## config.mk

```make
export PLATFORM = sky130hd
export DESIGN_NAME = uart_transmitter_flat
export DESIGN_NICKNAME = d
export VERILOG_FILES = /design/src/rtl/uart_pkg.sv /design/src/rtl/uart_transmitter_if.sv /design/src/rtl/uart_transmitter.sv /design/src/flat_wrapper.sv
export SDC_FILE = /design/constraint.sdc
export NUM_CORES = 1
export LEC_CHECK = 0
export BUFFER_PORTS_ARGS = -buffer_cell sky130_fd_sc_hd__clkbuf_2
export CAP_MARGIN = 20
export CORE_UTILIZATION = 40
export CTS_BUF_LIST = sky130_fd_sc_hd__clkbuf_8
export DETAILED_ROUTE_END_ITERATION = 8
export GPL_TIMING_DRIVEN = 0
export HOLD_SLACK_MARGIN = 0.1
export PLACE_DENSITY_LB_ADDON = 0.1
export SLEW_MARGIN = 20
export SYNTH_ARGS = -nofsm -noshare
export SYNTH_HDL_FRONTEND = slang
export SYNTH_SLANG_ARGS = --single-unit
```

## constraint.sdc

```tcl
create_clock -name clk -period 2.91 [get_ports clk]
set_input_delay 0.1455 -clock clk [delete_from_list [all_inputs] [get_ports clk]]
set_output_delay 0.1455 -clock clk [all_outputs]
set_load 0.01 [all_outputs]
```

## src/rtl/uart_pkg.sv

```systemverilog
// Definitions shared by the UART transmitter and receiver: FSM state encoding,
// oversampling ratio and the default frame width.
package uart_pkg;

    localparam int OSR          = 16;
    localparam int DBIT_DEFAULT = 8;

    typedef enum logic [1:0] {
        IDLE  = 2'd0,
        START = 2'd1,
        DATA  = 2'd2,
        STOP  = 2'd3
    } uart_state_e;

endpackage

```

## src/rtl/uart_transmitter_if.sv

```systemverilog
// Parallel write port of the UART transmitter (APB register side -> holding register).
interface uart_transmitter_if
    import uart_pkg::*;
#(
    parameter int DBIT = DBIT_DEFAULT
);
    // tx_start is a one-clock write strobe (valid) and tx_ready means the holding
    // register is empty (ready); a byte transfers on a clock where both are high
    // and the transmitter is enabled. A strobe while tx_ready=0 is discarded.
    logic [DBIT-1:0] din;
    logic            tx_start;
    logic            tx_ready;

    modport master (
        output din,
        output tx_start,
        input  tx_ready
    );

    modport slave (
        input  din,
        input  tx_start,
        output tx_ready
    );
endinterface

```

## src/rtl/uart_transmitter.sv

```systemverilog
// 16x-oversampled UART serializer: one-entry holding register feeding a
// START/DATA/STOP shift FSM clocked by the shared s_tick strobe.
module uart_transmitter
    import uart_pkg::*;
#(
    parameter int DBIT    = DBIT_DEFAULT,
    parameter int SB_TICK = 16
) (
    input  logic                clk,
    input  logic                PRESETn,
    input  logic                tx_en,
    input  logic                tx_rst,
    input  logic                s_tick,
    uart_transmitter_if.slave   bus,
    output logic                tx,
    output logic                tx_done_tick,
    output logic                tx_busy,
    output uart_state_e         dbg_state
);

    localparam int CW = ($clog2(SB_TICK) > 4) ? $clog2(SB_TICK) : 4;
    localparam int BW = (DBIT > 1) ? $clog2(DBIT) : 1;
    localparam logic [CW-1:0] OSR_LAST  = CW'(OSR - 1);
    localparam logic [CW-1:0] STOP_LAST = CW'(SB_TICK - 1);
    localparam logic [BW-1:0] BIT_LAST  = BW'(DBIT - 1);

    uart_state_e     r_state, w_state;
    logic [DBIT-1:0] r_hold, w_hold;
    logic            r_hold_valid, w_hold_valid;
    logic [DBIT-1:0] r_shift, w_shift;
    logic [CW-1:0]   r_tick, w_tick;
    logic [BW-1:0]   r_bit, w_bit;
    logic            r_tx, w_tx;
    logic            r_done, w_done;
    logic            w_accept;
    logic            w_launch;

    assign w_accept = bus.tx_start & ~r_hold_valid & tx_en;

    always_comb begin
        w_state  = r_state;
        w_shift  = r_shift;
        w_tick   = r_tick;
        w_bit    = r_bit;
        w_tx     = r_tx;
        w_done   = 1'b0;
        w_launch = 1'b0;

        case (r_state)
            IDLE: begin
                if (r_hold_valid && tx_en) begin
                    w_launch = 1'b1;
                    w_state  = START;
                    w_shift  = r_hold;
                    w_tick   = '0;
                    w_tx     = 1'b0;
                end
            end
            START: begin
                if (s_tick) begin
                    if (r_tick == OSR_LAST) begin
                        w_tick  = '0;
                        w_bit   = '0;
                        w_state = DATA;
                        w_tx    = r_shift[0];
                    end else begin
                        w_tick = r_tick + 1'b1;
                    end
                end
            end
            DATA: begin
                if (s_tick) begin
                    if (r_tick == OSR_LAST) begin
                        w_tick  = '0;
                        w_shift = r_shift >> 1;
                        if (r_bit == BIT_LAST) begin
                            w_state = STOP;
                            w_tx    = 1'b1;
                        end else begin
                            w_bit = r_bit + 1'b1;
                            w_tx  = w_shift[0];
                        end
                    end else begin
                        w_tick = r_tick + 1'b1;
                    end
                end
            end
            STOP: begin
                if (s_tick) begin
                    if (r_tick == STOP_LAST) begin
                        w_done = 1'b1;
                        w_tick = '0;
                        // A queued byte starts on this same edge: no idle gap between frames.
                        if (r_hold_valid && tx_en) begin
                            w_launch = 1'b1;
                            w_state  = START;
                            w_shift  = r_hold;
                            w_tx     = 1'b0;
                        end else begin
                            w_state = IDLE;
                        end
                    end else begin
                        w_tick = r_tick + 1'b1;
                    end
                end
            end
            default: begin
                w_state = IDLE;
                w_tx    = 1'b1;
            end
        endcase
    end

    // Launch needs a valid entry and accept needs an empty one, so they never coincide.
    always_comb begin
        w_hold       = r_hold;
        w_hold_valid = r_hold_valid;
        if (w_launch) begin
            w_hold_valid = 1'b0;
        end else if (w_accept) begin
            w_hold       = bus.din;
            w_hold_valid = 1'b1;
        end
    end

    always_ff @(posedge clk) begin
        if (!PRESETn || tx_rst) begin
            r_state      <= IDLE;
            r_hold       <= '0;
            r_hold_valid <= 1'b0;
            r_shift      <= '0;
            r_tick       <= '0;
            r_bit        <= '0;
            r_tx         <= 1'b1;
            r_done       <= 1'b0;
        end else begin
            r_state      <= w_state;
            r_hold       <= w_hold;
            r_hold_valid <= w_hold_valid;
            r_shift      <= w_shift;
            r_tick       <= w_tick;
            r_bit        <= w_bit;
            r_tx         <= w_tx;
            r_done       <= w_done;
        end
    end

    assign bus.tx_ready = ~r_hold_valid;
    assign tx           = r_tx;
    assign tx_done_tick = r_done;
    assign tx_busy      = (r_state != IDLE);
    assign dbg_state    = r_state;

endmodule

```

## src/flat_wrapper.sv

```systemverilog
// flat-port wrapper written by rule: the top's interface ports become plain ports
module uart_transmitter_flat import uart_pkg::*;
#(
    parameter int DBIT    = DBIT_DEFAULT,
    parameter int SB_TICK = 16
)
  (clk, PRESETn, tx_en, tx_rst, s_tick, tx, tx_done_tick, tx_busy, dbg_state, bus_din, bus_tx_start, bus_tx_ready);
  uart_transmitter_if #(.DBIT(DBIT)) bus_i ();
  input  logic clk;
  input  logic PRESETn;
  input  logic tx_en;
  input  logic tx_rst;
  input  logic s_tick;
  output logic tx;
  output logic tx_done_tick;
  output logic tx_busy;
  output uart_state_e dbg_state;
  input wire logic [$bits(bus_i.din)-1:0] bus_din;
  input wire logic [$bits(bus_i.tx_start)-1:0] bus_tx_start;
  output wire logic [$bits(bus_i.tx_ready)-1:0] bus_tx_ready;
  assign bus_i.din = bus_din;
  assign bus_i.tx_start = bus_tx_start;
  assign bus_tx_ready = bus_i.tx_ready;
  uart_transmitter #(.DBIT(DBIT), .SB_TICK(SB_TICK)) u_core (.clk(clk), .PRESETn(PRESETn), .tx_en(tx_en), .tx_rst(tx_rst), .s_tick(s_tick), .bus(bus_i), .tx(tx), .tx_done_tick(tx_done_tick), .tx_busy(tx_busy), .dbg_state(dbg_state));
endmodule
```

==> out/results.txt, run 1 <==
Leakage Power: 0.6475 nW
I/O pin count: 20
CTS tree: built
area used by multi-input combinational logic: 767.0 um^2
CP dominant cell by count: sky130_fd_sc_hd__buf_6
Max-slew headroom: 0.5184
final critical-path share of the clock period: 0.7134
drt first pass iters: 4
Gate Count Post-Synth: 146
Cell Rows: 21
Crit path arrival time: 2.27 ns
worst hold-check path type: input pin to flip-flop
Highest Clock Rate: 481.7 MHz
count of maximum capacitance violations: 0
count of cell types in the netlist: 36
final layout net count: 194
Wirelength per Cell: 12.93 um
unrepaired setup endpoints after global routing: false
CP Capture Type: flip-flop
highest net fanout along the worst path: 10
vias in the first global route: 1065
detailed-route wire length: 2819 um
final routed DRC violation total: 0
all-layer global routing usage: 0.1753
count of final setup violators: 0
CTS buffer count: 3
Die X-Extent: 61.03 um
DIE HEIGHT: 61.03 um
fillcell total: 330
Synth Net Count: 167
Final Hold Vio Count: 0
Tightest Pin Transition: 0.7160 ns
final critical-path required period: 2.076 ns
Num Clock Sinks: 28
most frequent cells in the layout: sky130_fd_sc_hd__dfxtp_1 (28), sky130_fd_sc_hd__nor2_1 (25), sky130_fd_sc_hd__mux2i_1 (18), sky130_fd_sc_hd__clkbuf_2 (18)
Synth area leader: sky130_fd_sc_hd__dfxtp_1
combinational group share of total power: 0.071
yosys warns: 0
total number of vias: 1110
switching share of power: 0.2047
internal power of the cells: 0.0005961 W
number of enable flip-flop cells after synthesis: 0
status: completed
biggest cell delay along the critical path: 0.41 ns
area used by sequential logic in the layout: 560.5 um^2
HPWL reported at the end of detailed placement: 2068 um
sequential cell fraction of total power: 0.521
area of the core: 3337 um^2
Worst Path Required: 3.10 ns
peak supply drop: 0.0003328 V
wire length of the first global-routing pass: 4712 um
largest buffer count on any clock path: 2
type of origin of the critical path: flip-flop
post-synthesis sequential element count: 28
fin. max-slew vios: 0
pin count of the biggest net entering global routing: 17
Placement Setup Slack: 0.8490 ns
area share of the largest cell type after synthesis: 0.4022
leading cell type in the layout, fill and taps excluded: sky130_fd_sc_hd__dfxtp_1
crit path kind: flip-flop to flip-flop
Setup WS post-layout: 0.8341 ns
post-detailed-route via-to-cell ratio: 5.092
area of the mapped netlist: 1394 um^2
Slowest cell on crit path: sky130_fd_sc_hd__a211oi_4
worst clock skew on the final layout: 0.002306 ns
RD Place Congestion: 0.7350
Avg Cell Area, Syn: 9.547 um^2
H-tree Lvls: 1
fraction of synthesis flops using an asynchronous set or reset pin: 0
iteration-0 DRC count of the detailed router: 39
Clk network pwr share: 0.409
share of final-layout standard cells stronger than drive strength 1: 0.1919
Skew-Pair Late Insertion Delay: 0.27 ns
effective utilization at floorplan: 0.4177
cell types occupying the most area after synthesis: sky130_fd_sc_hd__dfxtp_1 (40%), sky130_fd_sc_hd__mux2i_1 (13%), sky130_fd_sc_hd__nor2_1 (6.7%)
Area Overhead vs Synth: 18.58%
# port buffers: 18
initial antenna violation count: 0
antenna-violating nets left: 0
sequential area share after synthesis: 0.4022
most frequently used flop master after synthesis: sky130_fd_sc_hd__dfxtp_1
clk root buf: sky130_fd_sc_hd__clkbuf_8
total die area: 3725 um^2
overflow left after global routing: 0
cells along the critical path: inv_1 > ha_1 > buf_6 > or2_4 > a211oi_4 > buf_6 > nor2_1 > a211oi_1
switching component of the power: 0.0001535 W
ANT cells: 0
total power per unit cell area: 453.5 nW/um^2
final setup TNS: 0 ns
clock slew at the register clock pins of the worst setup and hold paths: 0.09 ns
cell usage after synthesis, types with 3 or more instances:
cell and n:
sky130_fd_sc_hd__dfxtp_1 28, sky130_fd_sc_hd__nor2_1 25, sky130_fd_sc_hd__mux2i_1 18, sky130_fd_sc_hd__a211oi_1 8
sky130_fd_sc_hd__a21oi_1 8, sky130_fd_sc_hd__ha_1 7, sky130_fd_sc_hd__inv_1 5, sky130_fd_sc_hd__nand2_1 4
sky130_fd_sc_hd__nand2b_1 4, sky130_fd_sc_hd__nand3_1 4, sky130_fd_sc_hd__o21ai_0 3
power by group through the flow:
stage	sequential [W]	combinational [W]	clock, W
after global routing	0.000391	0.0000591	0.000329
after global placement	0.000399	0.0000480	0
after CTS	0.000390	0.0000535	0.000315
after detailed placement	0.000399	0.0000493	0
final	0.000390	0.0000530	0.000306
after floorplan	0.000399	0.0000311	0
routing by layer:
layer / wire length [um] / GRT usage
met5: 0 / 0
met4: 39 / 0.06494
met3: 73 / 0.02521
met2: 1402 / 0.3059
met1: 1303 / 0.2190
worst paths after layout:
path	startpoint	end	slack, ns	cells past startpoint
max	u_core.dbg_state[0]$_SDFFE_PP0P_	u_core.r_shift[5]$_SDFFE_PP0P_	0.83	8
min	bus_din[2]	u_core.r_hold[2]$_SDFFE_PP0P_	0.1	3
max reg2reg	u_core.dbg_state[0]$_SDFFE_PP0P_	u_core.r_shift[5]$_SDFFE_PP0P_	0.83	8
min reg2reg	u_core.r_shift[7]$_SDFFE_PP0P_	u_core.r_shift[7]$_SDFFE_PP0P_	0.47	2
critical path: cells and delay by family (launching register included):
kind	cells	cell delay, ns
DFF	1	0.39
adders and majority gates	1	0.22
buffers and inverters	3	0.45
and+or+nand+nor	2	0.31
AOI/OAI and AO/OA	2	0.62
kinds of logic (layout without fill, tap and decap cells):
family / count (synthesis) / in the layout / share of synthesized area
buf+inv: 13 / 39 / 0.04758
flops: 28 / 28 / 0.4022
compound gates: 30 / 30 / 0.1724
simple gates: 49 / 49 / 0.1777
fa+ha+maj: 7 / 7 / 0.06283
mux: 19 / 19 / 0.1373
timing repair:
item,in CTS,in global routing
resized for setup,0,0
hold buffers,4,0
setup buffers,0,0
hold endpoints to repair,4,0
endpoints found under the setup margin,0,0
registers in the layout, indices dropped and copies added, names as in the netlist:
register,cells
u_core.r_hold_valid,1
u_core.r_tick,4
u_core.r_bit,3
u_core.dbg_state,2
u_core.tx,1
u_core.r_shift,8
u_core.r_hold,8
u_core.tx_done_tick,1
final cells by class:
type                    count  share of cell area
flip-flops and latches     28              0.3391
inverters                   5             0.01136
well taps                  46             0.03482
clock inverters             1             0.01817
plain buffers               8             0.02877
clock buffers               3             0.02498
multi-input cells         105              0.4640
repair buffers             22             0.07873
per-stage QoR:
stage            util  power (W)  cells  hold slack [ns]  cell area [um^2]
2_1_floorplan       -  0.0004298    146           0.2894              1394
3_3_place_gp   0.4619  0.0004471    210           0.3752              1541
3_5_place_dp   0.4619  0.0004486    210           0.3833              1541
4_1_cts        0.4953  0.0007591    218           0.1004              1653
5_1_grt        0.4953  0.0007795    218           0.1269              1653
6_report       0.4953  0.0007496    218          0.09988              1653
Power figures use the tool's default switching activity.
==> run 2: changes to the inputs <==
Clock period 2.91 ns to 2.1 ns, I/O delays scaled along.
==> out/results.txt, run 2 (synthesis gave the netlist of run 1 again) <==
crit path kind: flip-flop to flip-flop
pin count of the biggest net entering global routing: 17 (unchanged)
count of final setup violators: 0 (unchanged)
total power per unit cell area: 611.2 nW/um^2 (+35%)
RD Place Congestion: 0.7350 (unchanged)
Worst Path Required: 2.29 ns (-0.81 ns)
Area Overhead vs Synth: 23.07%
Skew-Pair Late Insertion Delay: 0.28 ns (about the same)
clock slew at the register clock pins of the worst setup and hold paths: 0.10 ns (about the same)
area used by sequential logic in the layout: 560.5 um^2 (unchanged)
final routed DRC violation total: 0 (unchanged)
Clk network pwr share: 0.407 (-0.002)
final critical-path share of the clock period: 0.9741 (+0.2607)
top flop regs: u_core.r_hold: 8 flops, u_core.r_shift: 8 flops, u_core.r_tick: 4 flops
combinational group share of total power: 0.077 (+0.006)
wire length of the first global-routing pass: 4740 um (+0.59%)
type of origin of the critical path: flip-flop
Highest Clock Rate: 488.9 MHz (+1.5%)
iteration-0 DRC count of the detailed router: 42 (+7.7%)
post-detailed-route via-to-cell ratio: 5.040 (-1.0%)
final layout net count: 201 (+3.6%)
highest net fanout along the worst path: 10 (unchanged)
area of the core: 3337 um^2 (unchanged)
detailed-route wire length: 2860 um (+1.5%)
switching share of power: 0.2061 (+0.001322)
worst hold-check path type: input pin to flip-flop
share of final-layout standard cells stronger than drive strength 1: 0.2011 (+0.009257)
vias in the first global route: 1069 (+0.38%)
peak supply drop: 0.0004687 V (+41%)
leading cell type in the layout, fill and taps excluded: sky130_fd_sc_hd__dfxtp_1
number of cells after detailed placement: 210 (unchanged)
Final Power: 0.001048 W (+40%)
final critical-path required period: 2.046 ns (-0.03029 ns)
fillcell total: 321 (-2.7%)
status: completed
internal power of the cells: 0.0008324 W (+40%)
overflow left after global routing: 0 (unchanged)
unrepaired setup endpoints after global routing: false
# port buffers: 18 (unchanged)
total number of vias: 1134 (+2.2%)
drt first pass iters: 4 (unchanged)
CP Capture Type: flip-flop
fin. max-slew vios: 0 (unchanged)
DIE HEIGHT: 61.03 um (unchanged)
I/O pin count: 20 (unchanged)
sequential cell fraction of total power: 0.516 (-0.005)
largest buffer count on any clock path: 2 (unchanged)
switching component of the power: 0.0002161 W (+41%)
ANT cells: 0 (unchanged)
post-layout instance area: 1715 um^2 (+3.8%)
DP Area: 1541 um^2 (unchanged)
initial antenna violation count: 0 (unchanged)
effective utilization at floorplan: 0.4177 (unchanged)
most frequent cells in the layout: sky130_fd_sc_hd__dfxtp_1 (28), sky130_fd_sc_hd__nor2_1 (25), sky130_fd_sc_hd__mux2i_1 (18), sky130_fd_sc_hd__clkbuf_2 (18)
Die X-Extent: 61.03 um (unchanged)
final instance count without filler cells: 225 (+3.2%)
worst clock skew on the final layout: 0.002103 ns (-0.0002032 ns)
Leakage Power: 0.6803 nW (+5.1%)
count of maximum capacitance violations: 0 (unchanged)
Final Hold Vio Count: 0 (unchanged)
clk root buf: sky130_fd_sc_hd__clkbuf_8
Wirelength per Cell: 12.71 um (-1.7%)
HPWL reported at the end of detailed placement: 2068 um (unchanged)
total die area: 3725 um^2 (unchanged)
all-layer global routing usage: 0.1762 (+0.0008830)
H-tree Lvls: 1 (unchanged)
Max-slew headroom: 0.5786 (+0.06019)
CTS buffer count: 3 (unchanged)
area used by multi-input combinational logic: 767.0 um^2 (unchanged)
CTS tree: built
final setup TNS: 0 ns (unchanged)
antenna-violating nets left: 0 (unchanged)
Num Clock Sinks: 28 (unchanged)
Placement Setup Slack: 0.03897 ns (-0.8100 ns)
Tightest Pin Transition: 0.6321 ns (-0.08387 ns)
Setup WS post-layout: 0.05443 ns (-0.7797 ns)
Crit path arrival time: 2.24 ns (-0.03 ns)
Cell Rows: 21 (unchanged)
-- run 2: path summary, 6_finish.rpt --
path                            slack [ns]                               end  cells past startpoint                        startpoint
worst max-delay path                  0.05  u_core.dbg_state[0]$_SDFFE_PP0P_                      7  u_core.dbg_state[0]$_SDFFE_PP0P_
worst min-delay path                  0.13  u_core.r_hold_valid$_SDFFE_PP0P_                      3                      bus_tx_start
worst max register to register        0.05  u_core.dbg_state[0]$_SDFFE_PP0P_                      7  u_core.dbg_state[0]$_SDFFE_PP0P_
worst min register to register        0.48    u_core.r_shift[7]$_SDFFE_PP0P_                      2    u_core.r_shift[7]$_SDFFE_PP0P_
-- run 2: area by class of cell --
| type | instances | share of cell area |
|---|---|---|
| Buffer | 8 | 0.02772 |
| Clock buffer | 3 | 0.02407 |
| Clock inverter | 1 | 0.01751 |
| Inverter | 5 | 0.01094 |
| Multi-Input combinational cell | 105 | 0.4471 |
| Sequential cell | 28 | 0.3268 |
| Tap cell | 46 | 0.03355 |
| Timing Repair Buffer | 29 | 0.1123 |
-- run 2: metrics by stage --
stage	hold slack, ns	utilization
2_1_floorplan	0.2489	-
3_3_place_gp	0.3347	0.4619
3_5_place_dp	0.3428	0.4619
4_1_cts	0.1302	0.5073
5_1_grt	0.1699	0.5141
6_report	0.1343	0.5141
-- run 2: repair_timing --
action                                 in CTS  in global routing
buffers inserted                            0                  3
resized for setup                           0                  1
hold buffers                                8                  0
setup endpoints to repair                   0                  4
endpoints found under the hold margin       8                  0
-- run 2: per-layer routing --
metal  part of all wire  global-route usage  vias up
met4              0.014             0.06494        0
met1               0.48              0.2216      528
met3              0.024             0.02521        4
met5                  0                   0        -
met2               0.49              0.3059       18
li1                   -                   -      584
-- run 2: critical path, cell delays in order (launching register included) --
cell,delay (ns)
sky130_fd_sc_hd__dfxtp_1,0.39
sky130_fd_sc_hd__inv_1,0.11
sky130_fd_sc_hd__ha_1,0.22
sky130_fd_sc_hd__buf_6,0.14
sky130_fd_sc_hd__or3_4,0.40
sky130_fd_sc_hd__a221oi_4,0.34
sky130_fd_sc_hd__o21ai_1,0.13
sky130_fd_sc_hd__a221oi_2,0.23
-- run 2: power by group through the flow --
stage          clock network [W]  registers (W)  logic [W]
2_1_floorplan                  0       0.000553  0.0000431
3_3_place_gp                   0       0.000553  0.0000665
3_5_place_dp                   0       0.000553  0.0000683
4_1_cts                 0.000437       0.000541  0.0000799
5_1_grt                 0.000455       0.000542  0.0000901
6_report                0.000426       0.000541  0.0000811
==> run 3: changes to the inputs <==
Settings changed: MAX_ROUTING_LAYER set to met4.
==> out/results.txt, run 3 (synthesis gave the netlist of run 1 again) <==
status: completed
Tightest Pin Transition: 0.6326 ns (+0.0005443 ns)
post-layout instance area: 1715 um^2 (unchanged)
Num Clock Sinks: 28 (unchanged)
RD Place Congestion: 0.7440 (+1.2%)
endpoint of the worst hold path: u_core.r_hold_valid$_SDFFE_PP0P_
Cell Rows: 21 (unchanged)
area used by multi-input combinational logic: 767.0 um^2 (unchanged)
critical register-to-register path endpoint: u_core.dbg_state[0]$_SDFFE_PP0P_
met3 track utilization from global routing: 0.02521 (unchanged)
largest buffer count on any clock path: 2 (unchanged)
beginning of the worst register-to-register path: u_core.dbg_state[0]$_SDFFE_PP0P_
overflow left after global routing: 0 (unchanged)
cell count of the worst reg-to-reg path: 7 (unchanged)
area of the core: 3337 um^2 (unchanged)
Area Overhead vs Synth: 23.07% (unchanged)
DP Area: 1541 um^2 (unchanged)
I/O pin count: 20 (unchanged)
Leakage Power: 0.6803 nW (unchanged)
final layout net count: 201 (unchanged)
Placement Setup Slack: 0.03897 ns (unchanged)
iteration-0 DRC count of the detailed router: 42 (unchanged)
number of cells after detailed placement: 210 (unchanged)
CP Capture Type: flip-flop
Setup WS post-layout: 0.05447 ns (+0.00004350 ns)
antenna-violating nets left: 0 (unchanged)
highest net fanout along the worst path: 10 (unchanged)
share of final-layout standard cells stronger than drive strength 1: 0.2011 (unchanged)
fillcell total: 321 (unchanged)
worst hold-check path type: input pin to flip-flop
Min-Delay Startpoint: bus_tx_start
effective utilization at floorplan: 0.4177 (unchanged)
initial antenna violation count: 0 (unchanged)
HPWL reported at the end of detailed placement: 2068 um (unchanged)
fin. max-slew vios: 0 (unchanged)
count of final setup violators: 0 (unchanged)
Highest Clock Rate: 488.9 MHz (about the same)
area used by sequential logic in the layout: 560.5 um^2 (unchanged)
most frequent cells in the layout: sky130_fd_sc_hd__dfxtp_1 (28), sky130_fd_sc_hd__nor2_1 (25), sky130_fd_sc_hd__mux2i_1 (18), sky130_fd_sc_hd__clkbuf_2 (18)
worst clock skew on the final layout: 0.002102 ns (-0.0000007800 ns)
vias in the first global route: 1069 (unchanged)
CTS tree: built
final setup TNS: 0 ns (unchanged)
unrepaired setup endpoints after global routing: false
final critical-path share of the clock period: 0.9741 (about the same)
post-detailed-route via-to-cell ratio: 5.031 (-0.18%)
peak supply drop: 0.0004687 V (about the same)
wire length of the first global-routing pass: 4740 um (unchanged)
top flop regs: u_core.r_hold: 8 flops, u_core.r_shift: 8 flops, u_core.r_tick: 4 flops
type of origin of the critical path: flip-flop
total die area: 3725 um^2 (unchanged)
met1 global-route usage: 0.2216 (unchanged)
Wirelength per Cell: 12.72 um (about the same)
detailed-route wire length: 2861 um (about the same)
final instance count without filler cells: 225 (unchanged)
met2 track demand over resource in global routing: 0.3059 (unchanged)
Crit path arrival time: 2.24 ns (about the same)
Final Hold Vio Count: 0 (unchanged)
Max-slew headroom: 0.5782 (about the same)
ANT cells: 0 (unchanged)
crit path kind: flip-flop to flip-flop
FF-to-FF setup slack: 0.05 ns (about the same)
total power per unit cell area: 611.2 nW/um^2 (about the same)
Skew-Pair Late Insertion Delay: 0.28 ns (about the same)
leading cell type in the layout, fill and taps excluded: sky130_fd_sc_hd__dfxtp_1
all-layer global routing usage: 0.1818 (+0.005618)
Die X-Extent: 61.03 um (unchanged)
final routed DRC violation total: 0 (unchanged)
CTS buffer count: 3 (unchanged)
count of maximum capacitance violations: 0 (unchanged)
pin count of the biggest net entering global routing: 17 (unchanged)
drt first pass iters: 4 (unchanged)
final critical-path required period: 2.046 ns (-0.00004350 ns)
total number of vias: 1132 (-0.18%)
most used routing layer: met2
# port buffers: 18 (unchanged)
Cells on Worst Hold Path: 3 (unchanged)
clock slew at the register clock pins of the worst setup and hold paths: 0.10 ns (about the same)
H-tree Lvls: 1 (unchanged)
Worst Path Required: 2.29 ns (about the same)
clk root buf: sky130_fd_sc_hd__clkbuf_8
DIE HEIGHT: 61.03 um (unchanged)
==> run 3: cell counts in the layout (fill, tap and decap cells not counted) <==
No cell type changed its count.
==> run 3: worst max-delay path by stage <==
stage	end	cells past startpoint	startpoint	slack, ns
final	u_core.dbg_state[0]$_SDFFE_PP0P_	7	u_core.dbg_state[0]$_SDFFE_PP0P_	0.05
after global routing	u_core.dbg_state[0]$_SDFFE_PP0P_	7	u_core.dbg_state[0]$_SDFFE_PP0P_	0.002
after CTS	u_core.r_shift[5]$_SDFFE_PP0P_	8	u_core.dbg_state[0]$_SDFFE_PP0P_	0.01
after detailed placement	u_core.r_shift[5]$_SDFFE_PP0P_	8	u_core.dbg_state[0]$_SDFFE_PP0P_	0.04
after global placement	u_core.r_shift[5]$_SDFFE_PP0P_	8	u_core.dbg_state[0]$_SDFFE_PP0P_	0.09
after floorplan	u_core.dbg_state[0]$_SDFFE_PP0P_	7	u_core.dbg_state[0]$_SDFFE_PP0P_	0.16
==> run 3: metrics by stage <==
| step | hold slack, ns | util | total power (W) |
|---|---|---|---|
| after floorplan | 0.2489 | - | 0.0005956 |
| after global placement | 0.3347 | 0.4619 | 0.0006196 |
| after detailed placement | 0.3428 | 0.4619 | 0.0006217 |
| after CTS | 0.1302 | 0.5073 | 0.001058 |
| after global routing | 0.1699 | 0.5141 | 0.001088 |
| final | 0.1343 | 0.5141 | 0.001048 |
==> run 3: power breakdown <==
| group | switching, W | total, W | internal, W | leakage (nW) |
|---|---|---|---|---|
| Clock | 0.000171 | 0.000426 | 0.000255 | 0.0357 |
| Sequential | 0.00000411 | 0.000541 | 0.000537 | 0.226 |
| Combinational | 0.0000410 | 0.0000812 | 0.0000402 | 0.418 |
==> run 3: area by class of cell <==
class / count / area share
tap: 46 / 0.03355
clock inverter: 1 / 0.01751
clock buffer: 3 / 0.02407
sequential: 28 / 0.3268
timing repair buffer: 29 / 0.1123
inverter: 5 / 0.01094
multi-input combinational: 105 / 0.4471
buffer: 8 / 0.02772
==> run 3: per-layer routing <==
metal | vias up | share of wire
li1 | 584 | -
met1 | 526 | 0.48
met2 | 18 | 0.48
met3 | 4 | 0.024
met4 | 0 | 0.014
met5 | - | 0
==> run 3: repair_timing <==
item / in CTS / in global routing
endpoints found under the hold margin: 8 / 0
buffers inserted: 0 / 3
endpoints found under the setup margin: 0 / 4
hold buffers: 8 / 0
resized for setup: 0 / 1
==> run 3: worst max-delay path, cell delays in order (launching register included) <==
cell and delay (ns):
sky130_fd_sc_hd__dfxtp_1 0.39, sky130_fd_sc_hd__inv_1 0.11, sky130_fd_sc_hd__ha_1 0.22, sky130_fd_sc_hd__buf_6 0.14, sky130_fd_sc_hd__or3_4 0.40, sky130_fd_sc_hd__a221oi_4 0.34, sky130_fd_sc_hd__o21ai_1 0.13, sky130_fd_sc_hd__a221oi_2 0.23
